### config.mk
export PLATFORM = sky130hd
export DESIGN_NAME = lsu_ctrl
export DESIGN_NICKNAME = d
export VERILOG_FILES = /design/src/rtl/lsu_pkg.sv /design/src/rtl/lsu_align.sv /design/src/rtl/lsu_ctrl.sv
export SDC_FILE = /design/constraint.sdc
export NUM_CORES = 1
export LEC_CHECK = 0
export ABC_CLOCK_PERIOD_IN_PS = 1700
export CAP_MARGIN = 20
export CORE_ASPECT_RATIO = 0.6
export CORE_MARGIN = 3
export CORE_UTILIZATION = 39
export DETAILED_ROUTE_END_ITERATION = 7
export GPL_TIMING_DRIVEN = 0
export PLACE_DENSITY = 0.78
export SETUP_SLACK_MARGIN = 0.02
export SYNTH_ARGS = -nofsm -noshare
export SYNTH_HDL_FRONTEND = slang
export SYNTH_HIERARCHICAL = 1
export SYNTH_SLANG_ARGS = --single-unit
### constraint.sdc
create_clock -name clk -period 1.7 [get_ports clk]
set_clock_uncertainty 0.2 [all_clocks]
set_input_delay 0.255 -clock clk [delete_from_list [all_inputs] [get_ports clk]]
set_output_delay 0.255 -clock clk [all_outputs]
set_load 0.01 [all_outputs]
### src/rtl/lsu_pkg.sv
// Shared definitions for the load/store unit: funct3 codes, FSM states and the
// request legality check used when a request is accepted.
package lsu_pkg;

    localparam logic [2:0] F3_B  = 3'b000;
    localparam logic [2:0] F3_H  = 3'b001;
    localparam logic [2:0] F3_W  = 3'b010;
    localparam logic [2:0] F3_BU = 3'b100;
    localparam logic [2:0] F3_HU = 3'b101;

    localparam int MEM_MASK_W = 8;

    typedef enum logic [1:0] {
        IDLE,
        ACCESS,
        RESP
    } lsu_state_t;

    // Illegal funct3 for the access kind, or an address not aligned to its size.
    function automatic logic req_err(input logic store, input logic [2:0] funct3,
                                     input logic [1:0] addr_lo);
        logic err;
        case (funct3)
            F3_B:    err = 1'b0;
            F3_H:    err = addr_lo[0];
            F3_W:    err = (addr_lo != 2'b00);
            F3_BU:   err = store;
            F3_HU:   err = store | addr_lo[0];
            default: err = 1'b1;
        endcase
        return err;
    endfunction

endpackage

### src/rtl/lsu_align.sv
// Combinational lane logic: store data replication and byte mask, plus load
// shift-down and sign/zero extension.
module lsu_align
    import lsu_pkg::*;
#(
    parameter int XLEN = 32
) (
    input  logic [2:0]            funct3,
    input  logic [1:0]            addr_lo,
    input  logic [XLEN-1:0]       st_data,
    input  logic [XLEN-1:0]       ld_word,
    output logic [XLEN-1:0]       st_data_rep,
    output logic [MEM_MASK_W-1:0] st_mask,
    output logic [XLEN-1:0]       ld_data
);

    logic [XLEN-1:0] ld_shift;

    always_comb begin
        // NOTE: every output gets a default first so no path through the case infers a latch.
        st_data_rep = st_data;
        st_mask     = {4'b0000, 4'b1111};
        ld_shift    = ld_word >> {addr_lo, 3'b000};
        ld_data     = ld_shift;

        case (funct3[1:0])
            2'b00: begin
                st_data_rep = {4{st_data[7:0]}};
                st_mask     = {4'b0000, 4'b0001 << addr_lo};
            end
            2'b01: begin
                st_data_rep = {2{st_data[15:0]}};
                st_mask     = {4'b0000, 4'b0011 << addr_lo};
            end
            default: ;
        endcase

        case (funct3)
            F3_B:    ld_data = {{(XLEN-8){ld_shift[7]}}, ld_shift[7:0]};
            F3_BU:   ld_data = {{(XLEN-8){1'b0}}, ld_shift[7:0]};
            F3_H:    ld_data = {{(XLEN-16){ld_shift[15]}}, ld_shift[15:0]};
            F3_HU:   ld_data = {{(XLEN-16){1'b0}}, ld_shift[15:0]};
            default: ld_data = ld_shift;
        endcase
    end

endmodule

### src/rtl/lsu_ctrl.sv
// Load/store control FSM: accepts a request, runs one memory cycle (skipped on
// error) and holds the response until the consumer takes it.
module lsu_ctrl
    import lsu_pkg::*;
#(
    parameter int ADDR_W = 32,
    parameter int XLEN   = 32
) (
    input  logic                  clk,
    input  logic                  rst,
    input  logic                  req_valid,
    output logic                  req_ready,
    input  logic                  req_store,
    input  logic [2:0]            req_funct3,
    input  logic [ADDR_W-1:0]     req_addr,
    input  logic [XLEN-1:0]       req_wdata,
    output logic                  resp_valid,
    input  logic                  resp_ready,
    output logic [XLEN-1:0]       resp_rdata,
    output logic                  resp_err,
    output logic                  mem_valid,
    output logic                  mem_wen,
    output logic [ADDR_W-1:0]     mem_raddr,
    output logic [ADDR_W-1:0]     mem_waddr,
    output logic [XLEN-1:0]       mem_wdata,
    output logic [MEM_MASK_W-1:0] mem_wmask,
    input  logic [XLEN-1:0]       mem_rdata
);

    lsu_state_t        state_q, state_d;
    logic              store_q, store_d;
    logic [2:0]        funct3_q, funct3_d;
    logic [ADDR_W-1:0] addr_q, addr_d;
    logic [XLEN-1:0]   wdata_q, wdata_d;
    logic [XLEN-1:0]   rdata_q, rdata_d;
    logic              err_q, err_d;

    logic [XLEN-1:0]       st_data_rep;
    logic [MEM_MASK_W-1:0] st_mask;
    logic [XLEN-1:0]       ld_data;
    logic                  access;
    logic                  do_write;

    lsu_align #(.XLEN(XLEN)) u_align (
        .funct3      (funct3_q),
        .addr_lo     (addr_q[1:0]),
        .st_data     (wdata_q),
        .ld_word     (mem_rdata),
        .st_data_rep (st_data_rep),
        .st_mask     (st_mask),
        .ld_data     (ld_data)
    );

    always_ff @(posedge clk) begin
        // NOTE: sequential state uses non-blocking assignments so all flops update together.
        if (rst) begin
            // NOTE: the datapath registers are reset as well because resp_rdata/resp_err are visible from reset.
            state_q  <= IDLE;
            store_q  <= 1'b0;
            funct3_q <= 3'b000;
            addr_q   <= '0;
            wdata_q  <= '0;
            rdata_q  <= '0;
            err_q    <= 1'b0;
        end else begin
            state_q  <= state_d;
            store_q  <= store_d;
            funct3_q <= funct3_d;
            addr_q   <= addr_d;
            wdata_q  <= wdata_d;
            rdata_q  <= rdata_d;
            err_q    <= err_d;
        end
    end

    always_comb begin
        state_d  = state_q;
        store_d  = store_q;
        funct3_d = funct3_q;
        addr_d   = addr_q;
        wdata_d  = wdata_q;
        rdata_d  = rdata_q;
        err_d    = err_q;

        case (state_q)
            IDLE: begin
                if (req_valid) begin
                    store_d  = req_store;
                    funct3_d = req_funct3;
                    addr_d   = req_addr;
                    wdata_d  = req_wdata;
                    rdata_d  = '0;
                    err_d    = req_err(req_store, req_funct3, req_addr[1:0]);
                    state_d  = err_d ? RESP : ACCESS;
                end
            end
            ACCESS: begin
                if (!store_q) begin
                    rdata_d = ld_data;
                end
                state_d = RESP;
            end
            RESP: begin
                if (resp_ready) begin
                    state_d = IDLE;
                end
            end
            default: state_d = IDLE;
        endcase
    end

    // Memory strobes are decoded from the state register, so they vanish the cycle after ACCESS.
    assign access    = (state_q == ACCESS);
    assign do_write  = access & store_q;
    assign mem_valid = access;
    assign mem_wen   = do_write;
    assign mem_raddr = access ? {addr_q[ADDR_W-1:2], 2'b00} : '0;
    assign mem_waddr = access ? {addr_q[ADDR_W-1:2], 2'b00} : '0;
    assign mem_wdata = do_write ? st_data_rep : '0;
    assign mem_wmask = do_write ? st_mask : '0;

    assign req_ready  = (state_q == IDLE);
    assign resp_valid = (state_q == RESP);
    assign resp_rdata = rdata_q;
    assign resp_err   = err_q;

endmodule

### Word-level counts from Yosys, hierarchy flattened

Index checks and enable logic that the tools add are counted.

* register bits: 103
* bits of input ports: 104
* output and inout bits: 141
* word-level logic and storage cells: 50

* equality and inequality tests: 13
* shift-type cells: 3
* mux-type cells: 16
* bitwise gates (word level): 2
* reductions and logical operators: 9

Operators with widths (number)
* $mux W32: 4
* $pmux W32 S2: 2
* $pmux W32 S4: 1
* $shr A32 B5 Y32: 1
* $eq A3 B3 Y1 const B: 4
* $mux W8: 1
* $pmux W4 S2: 1
* $eq A3 B1 Y1 const B: 2
* $logic_not A3 Y1: 2
* $mux W2: 3
* $pmux W2 S3: 1
* $pmux W1 S5: 1
* $eq A2 B1 Y1 const B: 2
* $logic_not A2 Y1: 2
* $ne A2 B2 Y1 const B: 2
* $reduce_and A2 Y1: 2
* $reduce_bool A2 Y1: 2
* $shl A1 B2 Y4 const A: 1
* $shl A2 B2 Y4 const A: 1
* $eq A3 B2 Y1 const B: 1
* $reduce_and A3 Y1: 1
* $eq A2 B2 Y1 const B: 1
* $mux W1: 2
* $ne A2 B1 Y1 const B: 1
* other kinds (2): 2

### Depth between registers and ports, before layout

Gate-level depths: netlist of run 1.

* depth in word-level cells: 7
* gate-level depth with buffers: 7
* mapped depth without buffers: 5

### Modules after synthesis

Netlist of run 1, hierarchy kept.

By module, submodules not included
* lsu_ctrl: instances 1, cells an instance 577, area each 4388.0 sq um, sequential area each 2062.0 sq um
* lsu_align: instances 1, cells an instance 190, area each 1310.0 sq um, sequential area each 0.0 sq um

### Worst setup path after synthesis of run 1

No wires, ideal clock.

* path kind: flip-flop to output port
* from: reg state_q[0]
* to: out mem_waddr[23]
* arrival time: 1.433 ns
* required time: 1.245 ns
* path slack: -0.188 ns
* cell stages (with the launch flop): 6
* path through: dfxtp_1 > nor2b_1 > clkbuf_1 > clkbuf_1 > and2_1 > buf_4

* cells in the longest elaborated chain, start to end: 2

Ends and longest elaborated chain
* start, declared: line lsu_ctrl.sv:30 `lsu_state_t state_q, state_d;`
* start signal, assigned: line lsu_ctrl.sv:66 `state_q <= state_d;`
* $eq A2 B1 Y1: line lsu_ctrl.sv:113 `assign access = (state_q == ACCESS);`
* via mem_valid: line lsu_ctrl.sv:21 `output logic mem_valid,`
* $mux W32
* end, declared: line lsu_ctrl.sv:24 `output logic [ADDR_W-1:0] mem_waddr,`

The timed path passes the listed nets, and every way through them passes these cells.

### Worst setup path in the final report of run 1

* from: reg funct3_q[0]
* to: out mem_wdata[13]

* cells in the longest elaborated chain, start to end: 3

Ends and longest elaborated chain
* start, declared: line lsu_ctrl.sv:32 `logic [2:0] funct3_q, funct3_d;`
* start signal, assigned: line lsu_ctrl.sv:68 `funct3_q <= funct3_d;`
* $eq A2 B1 Y1 / $logic_not A2 Y1 (equally long branches): line lsu_align.sv:26 `case (funct3[1:0])`
* $pmux W32 S2 (*): line lsu_align.sv:26
* via st_data_rep[13]: line lsu_ctrl.sv:38 `logic [XLEN-1:0] st_data_rep;`
* $mux W32 (*): line lsu_ctrl.sv:119 `assign mem_wdata = do_write ? st_data_rep : '0;`
* end, declared: line lsu_ctrl.sv:25 `output logic [XLEN-1:0] mem_wdata,`

Mark *: on every way through the listed nets, which the timed path passes. The rest lies on a longest branch.

==> summary.md, run 1 <==
| Metric | Value |
|---|---|
| Status | `finished with violations` |
| Failing checks | `negative setup slack` |
| Leakage power | `5.51 nW` |
| Critical Path Max Stage Delay | `340 ps` |
| GRT met2 Usage | `42.8%` |
| First-pass GRT wire length | `between 30000 and 40000 µm` |
| Crit path DAT | `1710 ps` |
| Startpoint Class | `register` |
| Core footprint | `0.0140 mm²` |
| H-tree depth | `3` |
| Mapped Area | `0.00570 mm²` |
| Slew HR | `46.7%` |
| Worst Max-Slew Pin Slew | `around 800 ps` |
| Layout area overhead | `108%` |
| Synth Flop Type | `dfxtp_1` |
| Avg WL per Cell | `22.9 µm` |
| Mapped Cells | `767` |
| Cells after DPL | `1200` |
| Minimum hold slack | `103 ps` |
| Synth unique cells | `38` |
| Power density over cell area | `601 mW/mm²` |
| Final #Nets | `1192` |
| CTS sink count | `a little over 100` |
| RSZ-0062 raised after global routing | `yes` |
| Post-layout min period | `2170 ps` |
| Crit path max-delay family | `buffers and inverters` |
| Max cap viols | `0` |
| Max IR drop VDD | `between 0.4 and 0.5 mV` |
| Die height | `99.6 µm` |
| Largest net degree at the start of global routing | `18` |
| Routability-driven placement congestion ratio | `0.962` |
| Met3 usage | `6.78%` |
| Setup crit end kind | `primary output` |
| Critical Path RT | `1240 ps` |
| CTS tree | `done` |
| CP max-delay cell | `dfxtp_2` |
| Place WS | `-738 ps` |
| Cts bufs inserted | `9` |
| Final hold violation count | `0` |
| Congestion Overflow GR | `0` |
| Async set-reset flop share out of synthesis | `0%` |
| Iteration-0 DRC Markers | `roughly 680` |
| Die W | `162 µm` |
| Post-route ant nets | `0` |
| Worst-path maximum fanout | `5` |
| WL final | `29400 µm` |
| CTS clk-pin slew, worst paths | `70 ps` |
| Port bufs | `~240` |
| Worst-path cell chain | `buf_8 -> nor2_4 -> buf_6 -> mux2_4 -> and3_4 -> buf_6` |
| Post-route DRC | `0` |
| Syn. warnings | `6` |
| Vias in the first global route | `6347` |
| Worst-skew pair later-pin latency | `350 ps` |
| Pre-antenna DRT Iters | `5` |
| Total chip power | `0.00713 W` |
| GRT met1 Usage | `between 40% and 50%` |
| Worst min path class | `input port to register` |
| Most used routing layer | `met2` |
| Site row count | `33` |
| Fin crit share | `128%` |
| Reg2reg setup slack | `-290 ps` |
| Area of the die | `0.0161 mm²` |
| Clock Tree Buf Depth | `2` |
| N_diodes | `0` |
| Worst path bufs/invs | `3` |
| Final worst slack | `-469 ps` |
| Crit Path Class | `register to primary output` |
| Clock root buffer | `clkbuf_16` |
| Total GRT Usage | `27.8%` |
| Most frequent cell on the critical path | `buf_6` |
| Seq/Total Area, Yosys | `around 36%` |
| Detailed placement HPWL | `16500 µm` |
| Vias | `7141` |
| I/O pin total | `245` |
| Fraction of layout cells with a size suffix above 1 | `between 50% and 60%` |
| Max frequency | `0.461 GHz` |
| Fin cells | `1285` |
| Vias per Instance | `5.56` |
| Fillers | `a little under 700` |
| Initial antenna violation count | `0` |
| Max-slew violations | `0` |
| Number of synthesized register bits | `103` |
| Syn Area/Cell | `between 7 and 8 µm²` |
| Starting Density | `around two fifths` |
| Post-synth EDFFs | `0` |
| Final setup viols | `200` |
[synthesized netlist by cell type, types with 2 or more instances]
master    number  area [µm²]
nand3_2        2        20.0
nor2_1         7        26.3
or2_2          8        50.1
and2_1        31         194
buf_6          2        22.5
conb_1         2        7.51
o21bai_1       2        15.0
nand2_1      196         736
nor3b_2        2        25.0
clkbuf_1      35         131
inv_1          2        7.51
mux2_2        25         282
o21ai_0        9        45.0
mux2i_1       16         160
buf_2         24         120
nand4_1       17         106
nand3_1       32         160
buf_4         50         375
and3_1        40         250
buf_1          3        11.3
a21oi_1      126         631
dfxtp_1      103        2060
nor2b_1       12        75.1
a211oi_1       7        52.6
[power by group]
group	leakage, nW	switching, W	internal [W]	total, W
Clock	0.127	0.00100	0.00101	0.00201
Combinational	4.53	0.00117	0.00123	0.00239
Sequential	0.846	0.000185	0.00254	0.00273
[path summary, 6_finish.rpt]
check,from,endpoint,cells past startpoint
setup / recovery,funct3_q[0],mem_wdata[13],6
hold / removal,req_addr[0],addr_q[0],3
setup reg to reg,state_q[1],wdata_q[13],7
hold reg to reg,resp_rdata[24],resp_rdata[24],2
[metal layers]
layer / vias to the layer above / part of all wire [%]
met5: - / 0
met4: 0 / 2.4
met3: 77 / 9.6
met2: 439 / 47
met1: 3441 / 41
li1: 3184 / -
[per-stage QoR]
step                      util (%)  TNS, ps  cell area (µm²)
after floorplan                  -    -17.6             5770
after global placement        59.9  -105940             8360
after detailed placement      59.9  -109080             8360
after CTS                     72.3   -52860            10100
after global routing          85.0   -57740            11900
final                         85.0   -53770            11900
[cells in the final DEF, fill, tap and decap left out, types with 7 or more instances in the layout]
cell type,n
dlymetal6s2s_1,34
a21oi_1,26
nand3_2,16
nand3_4,16
and3_4,30
or2_2,7
clkbuf_1,13
clkbuf_2,8
clkdlybuf4s50_1,101
nand2_4,64
and2_4,31
buf_4,49
a21oi_2,100
nand2_1,128
clkbuf_16,22
conb_1,8
mux2i_4,7
nor2b_1,10
buf_6,158
o21ai_1,7
mux2_4,16
and3_1,10
nand4_1,17
buf_8,21
mux2_2,10
a211oi_1,7
buf_12,10
dfxtp_1,96
[registers in the layout, indices dropped and copies added, names as in the netlist]
signal	cells
addr_q	32
resp_rdata	32
wdata_q	32
funct3_q	3
state_q	2
resp_err	1
store_q	1
[area by class of cell]
| class | instances | area (µm²) | share of cell area, % |
|---|---|---|---|
| flip-flops and latches | 103 | 2080 | 17.5 |
| clock buffers | 11 | 233 | 1.96 |
| clock inverters | 5 | 41.3 | 0.348 |
| repair buffers | 308 | 3490 | 29.5 |
| inverters | 2 | 7.51 | 0.0633 |
| multi-input cells | 554 | 4580 | 38.6 |
| plain buffers | 110 | 1180 | 9.95 |
| well taps | 192 | 240 | 2.03 |
[worst min-delay path, delay by kind of cell]
kind	cells	cell delay, ps
simple gates	1	110
compound gates	1	60
buf+inv	1	190
[what timing repair did]
item                                    in CTS  in global routing
setup buffers                               29                 26
gates resized for setup                    754                392
pin swaps                                   60                170
cloned                                      11                 12
endpoints found under the setup margin     234                236
hold buffers                                 0                  0
[logic make-up after synthesis]
logic type                synth area share, %
and+or+nand+nor                          30.0
AOI/OAI and AO/OA                        13.8
buffers and inverters                    11.7
DFF                                      36.2
muxes                                    8.01
other                                   0.132
xor gates and xnor gates                0.154
Note: power is estimated with default switching activity, not from simulation.
==> run 2: changes to the inputs <==
- SETUP_SLACK_MARGIN: 0.02 -> 0.3
==> summary.md, run 2 (same netlist as run 1, synthesis figures left out) <==
| Metric | Value |
|---|---|
| Die height | `99.6 µm (unchanged)` |
| Area of the die | `0.0161 mm² (unchanged)` |
| Max IR drop VDD | `0.520 mV (+22%)` |
| Place WS | `-685 ps (+53.2 ps)` |
| Setup crit end kind | `primary output` |
| Vias in the first global route | `6919 (+9.0%)` |
| Clock root buffer | `clkbuf_16` |
| Vias per Instance | `5.90 (+6.1%)` |
| I/O pin total | `245 (unchanged)` |
| Detailed placement HPWL | `16900 µm (+2.4%)` |
| Final #Nets | `1220 (+2.3%)` |
| Clock Tree Buf Depth | `2 (unchanged)` |
| Initial antenna violation count | `0 (unchanged)` |
| Max cap viols | `0 (unchanged)` |
| Leakage power | `5.21 nW (-5.3%)` |
| Core footprint | `0.0140 mm² (unchanged)` |
| RSZ-0062 raised after global routing | `yes` |
| CP max-delay cell | `dfxtp_2` |
| Post-route ant nets | `0 (unchanged)` |
| Worst min path class | `input port to register` |
| Setup TNS | `-74430 ps (-20660 ps)` |
| Max-slew violations | `0 (unchanged)` |
| Pre-antenna DRT Iters | `8 (+3)` |
| CTS tree | `done` |
| Status | `finished with violations` |
| Avg WL per Cell | `25.5 µm (+12%)` |
| Iteration-0 DRC Markers | `948 (+39%)` |
| Congestion Overflow GR | `0 (unchanged)` |
| Worst-path maximum fanout | `6 (+1)` |
| Worst Max-Slew Pin Slew | `887 ps (+87.5 ps)` |
| Routability-driven placement congestion ratio | `0.944 (-1.9%)` |
| Slew HR | `40.9% (-5.8 points)` |
| Commonest non-fill, non-tap cell in the layout | `buf_6` |
| Largest net degree at the start of global routing | `17 (-1)` |
| Fraction of layout cells with a size suffix above 1 | `61.3% (+5.1 points)` |
| Startpoint Class | `register` |
| Die W | `162 µm (unchanged)` |
| Failing checks | `design-rule violations, negative setup slack` |
| Post-layout min period | `2220 ps (+46.6 ps)` |
| Final setup viols | `203 (+1.5%)` |
| Cts bufs inserted | `9 (unchanged)` |
| Critical Path RT | `1240 ps (about the same)` |
| CTS sink count | `103 (unchanged)` |
| Vias | `7738 (+8.4%)` |
| Final hold violation count | `0 (unchanged)` |
| Post-route DRC | `2 (+2)` |
| Commonest cells after routing, fill and taps aside | `buf_6 (154), nand2_1 (127), clkdlybuf4s50_1 (102), a21oi_2 (99), dfxtp_1 (75)` |
| CTS clk-pin slew, worst paths | `80 ps (about the same)` |
| Site row count | `33 (unchanged)` |
| Worst-skew pair later-pin latency | `360 ps (about the same)` |
| N_diodes | `0 (unchanged)` |
| Fin crit share | `130% (+2.7 points)` |
| Minimum hold slack | `250 ps (+147 ps)` |
| Layout area overhead | `115%` |
| Final worst slack | `-516 ps (-46.6 ps)` |
| Crit path DAT | `1760 ps (+50 ps)` |
| Post-layout util | `87.6% (+2.6 points)` |
| Port bufs | `235 (unchanged)` |
| Worst-path cell chain | `clkbuf_16 -> nor2_4 -> buf_6 -> mux2_4 -> and3_4 -> buf_6` |
| Max frequency | `0.451 GHz (-2.1%)` |
| Critical Path Max Stage Delay | `340 ps (about the same)` |
| Most frequent cell on the critical path | `buf_6` |
| Starting Density | `40.8% (unchanged)` |
| Total GRT Usage | `32.9% (+5.1 points)` |
| H-tree depth | `3 (unchanged)` |
| Power density over cell area | `607 mW/mm² (+0.93%)` |
| First-pass GRT wire length | `41200 µm (+16%)` |
| WL final | `33500 µm (+14%)` |
| Crit Path Class | `register to primary output` |
[run 2: changes by cell type in the layout (fill, tap and decap cells not counted), moves of 6 or more]
| cell | change |
|---|---|
| buf_12 | +11 |
| buf_16 | +11 |
| buf_2 | +13 |
| buf_4 | +6 |
| clkdlybuf4s15_2 | +16 |
| dfxtp_1 | -21 |
| dfxtp_2 | +20 |
| dlymetal6s2s_1 | -34 |
[run 2: timing repair]
action                     CTS  global route
pin swaps                   48            52
gates resized for setup    887           210
setup buffers               51            18
setup endpoints to repair  236           230
gates cloned                23             5
hold buffers                 0             0
[run 2: metrics by stage]
stage               cell area (µm²)  std cells  power, W
detailed placement             8940       1200   0.00414
global route                  12200       1312   0.00757
CTS                           11300       1289   0.00684
floorplan                      6350        773   0.00355
global placement               8940       1200   0.00413
finish                        12200       1312   0.00742
[run 2: report_power, final]
group / switching, W / internal, W
logic: 0.00127 / 0.00138
clock network: 0.00104 / 0.000999
registers: 0.000195 / 0.00254
total: 0.00251 / 0.00492
[run 2: critical path, delay by kind of cell, from the launching register on]
kind / cells / cell delay (ps)
buffers and inverters: 3 / 420
flip-flops: 1 / 340
AND/OR/NAND/NOR: 2 / 340
multiplexers: 1 / 310
[run 2: final cells by class]
| type | count | area [µm²] |
|---|---|---|
| well taps | 192 | 240 |
| clock inverters | 4 | 32.5 |
| multi-input cells | 554 | 4520 |
| repair buffers | 332 | 3710 |
| fillers | 640 | 1730 |
| clock buffers | 11 | 233 |
| flip-flops and latches | 103 | 2110 |
| plain buffers | 114 | 1380 |
| inverters | 2 | 7.51 |
[run 2: worst paths after layout]
kind | from | end | slack (ps) | cells past startpoint
max | funct3_q[0] | mem_wdata[11] | -520 | 6
min | req_wdata[18] | wdata_q[18] | 250 | 3
max reg2reg | funct3_q[0] | resp_rdata[21] | -450 | 11
min reg2reg | resp_rdata[26] | resp_rdata[26] | 260 | 2
[run 2: routing by layer]
metal	global-route usage, %	part of all wire (%)	vias up
met4	8.13	4.5	0
met5	0	0	-
met3	7.99	11	160
li1	-	-	3242
met1	45.4	40	3748
met2	52.0	45	588
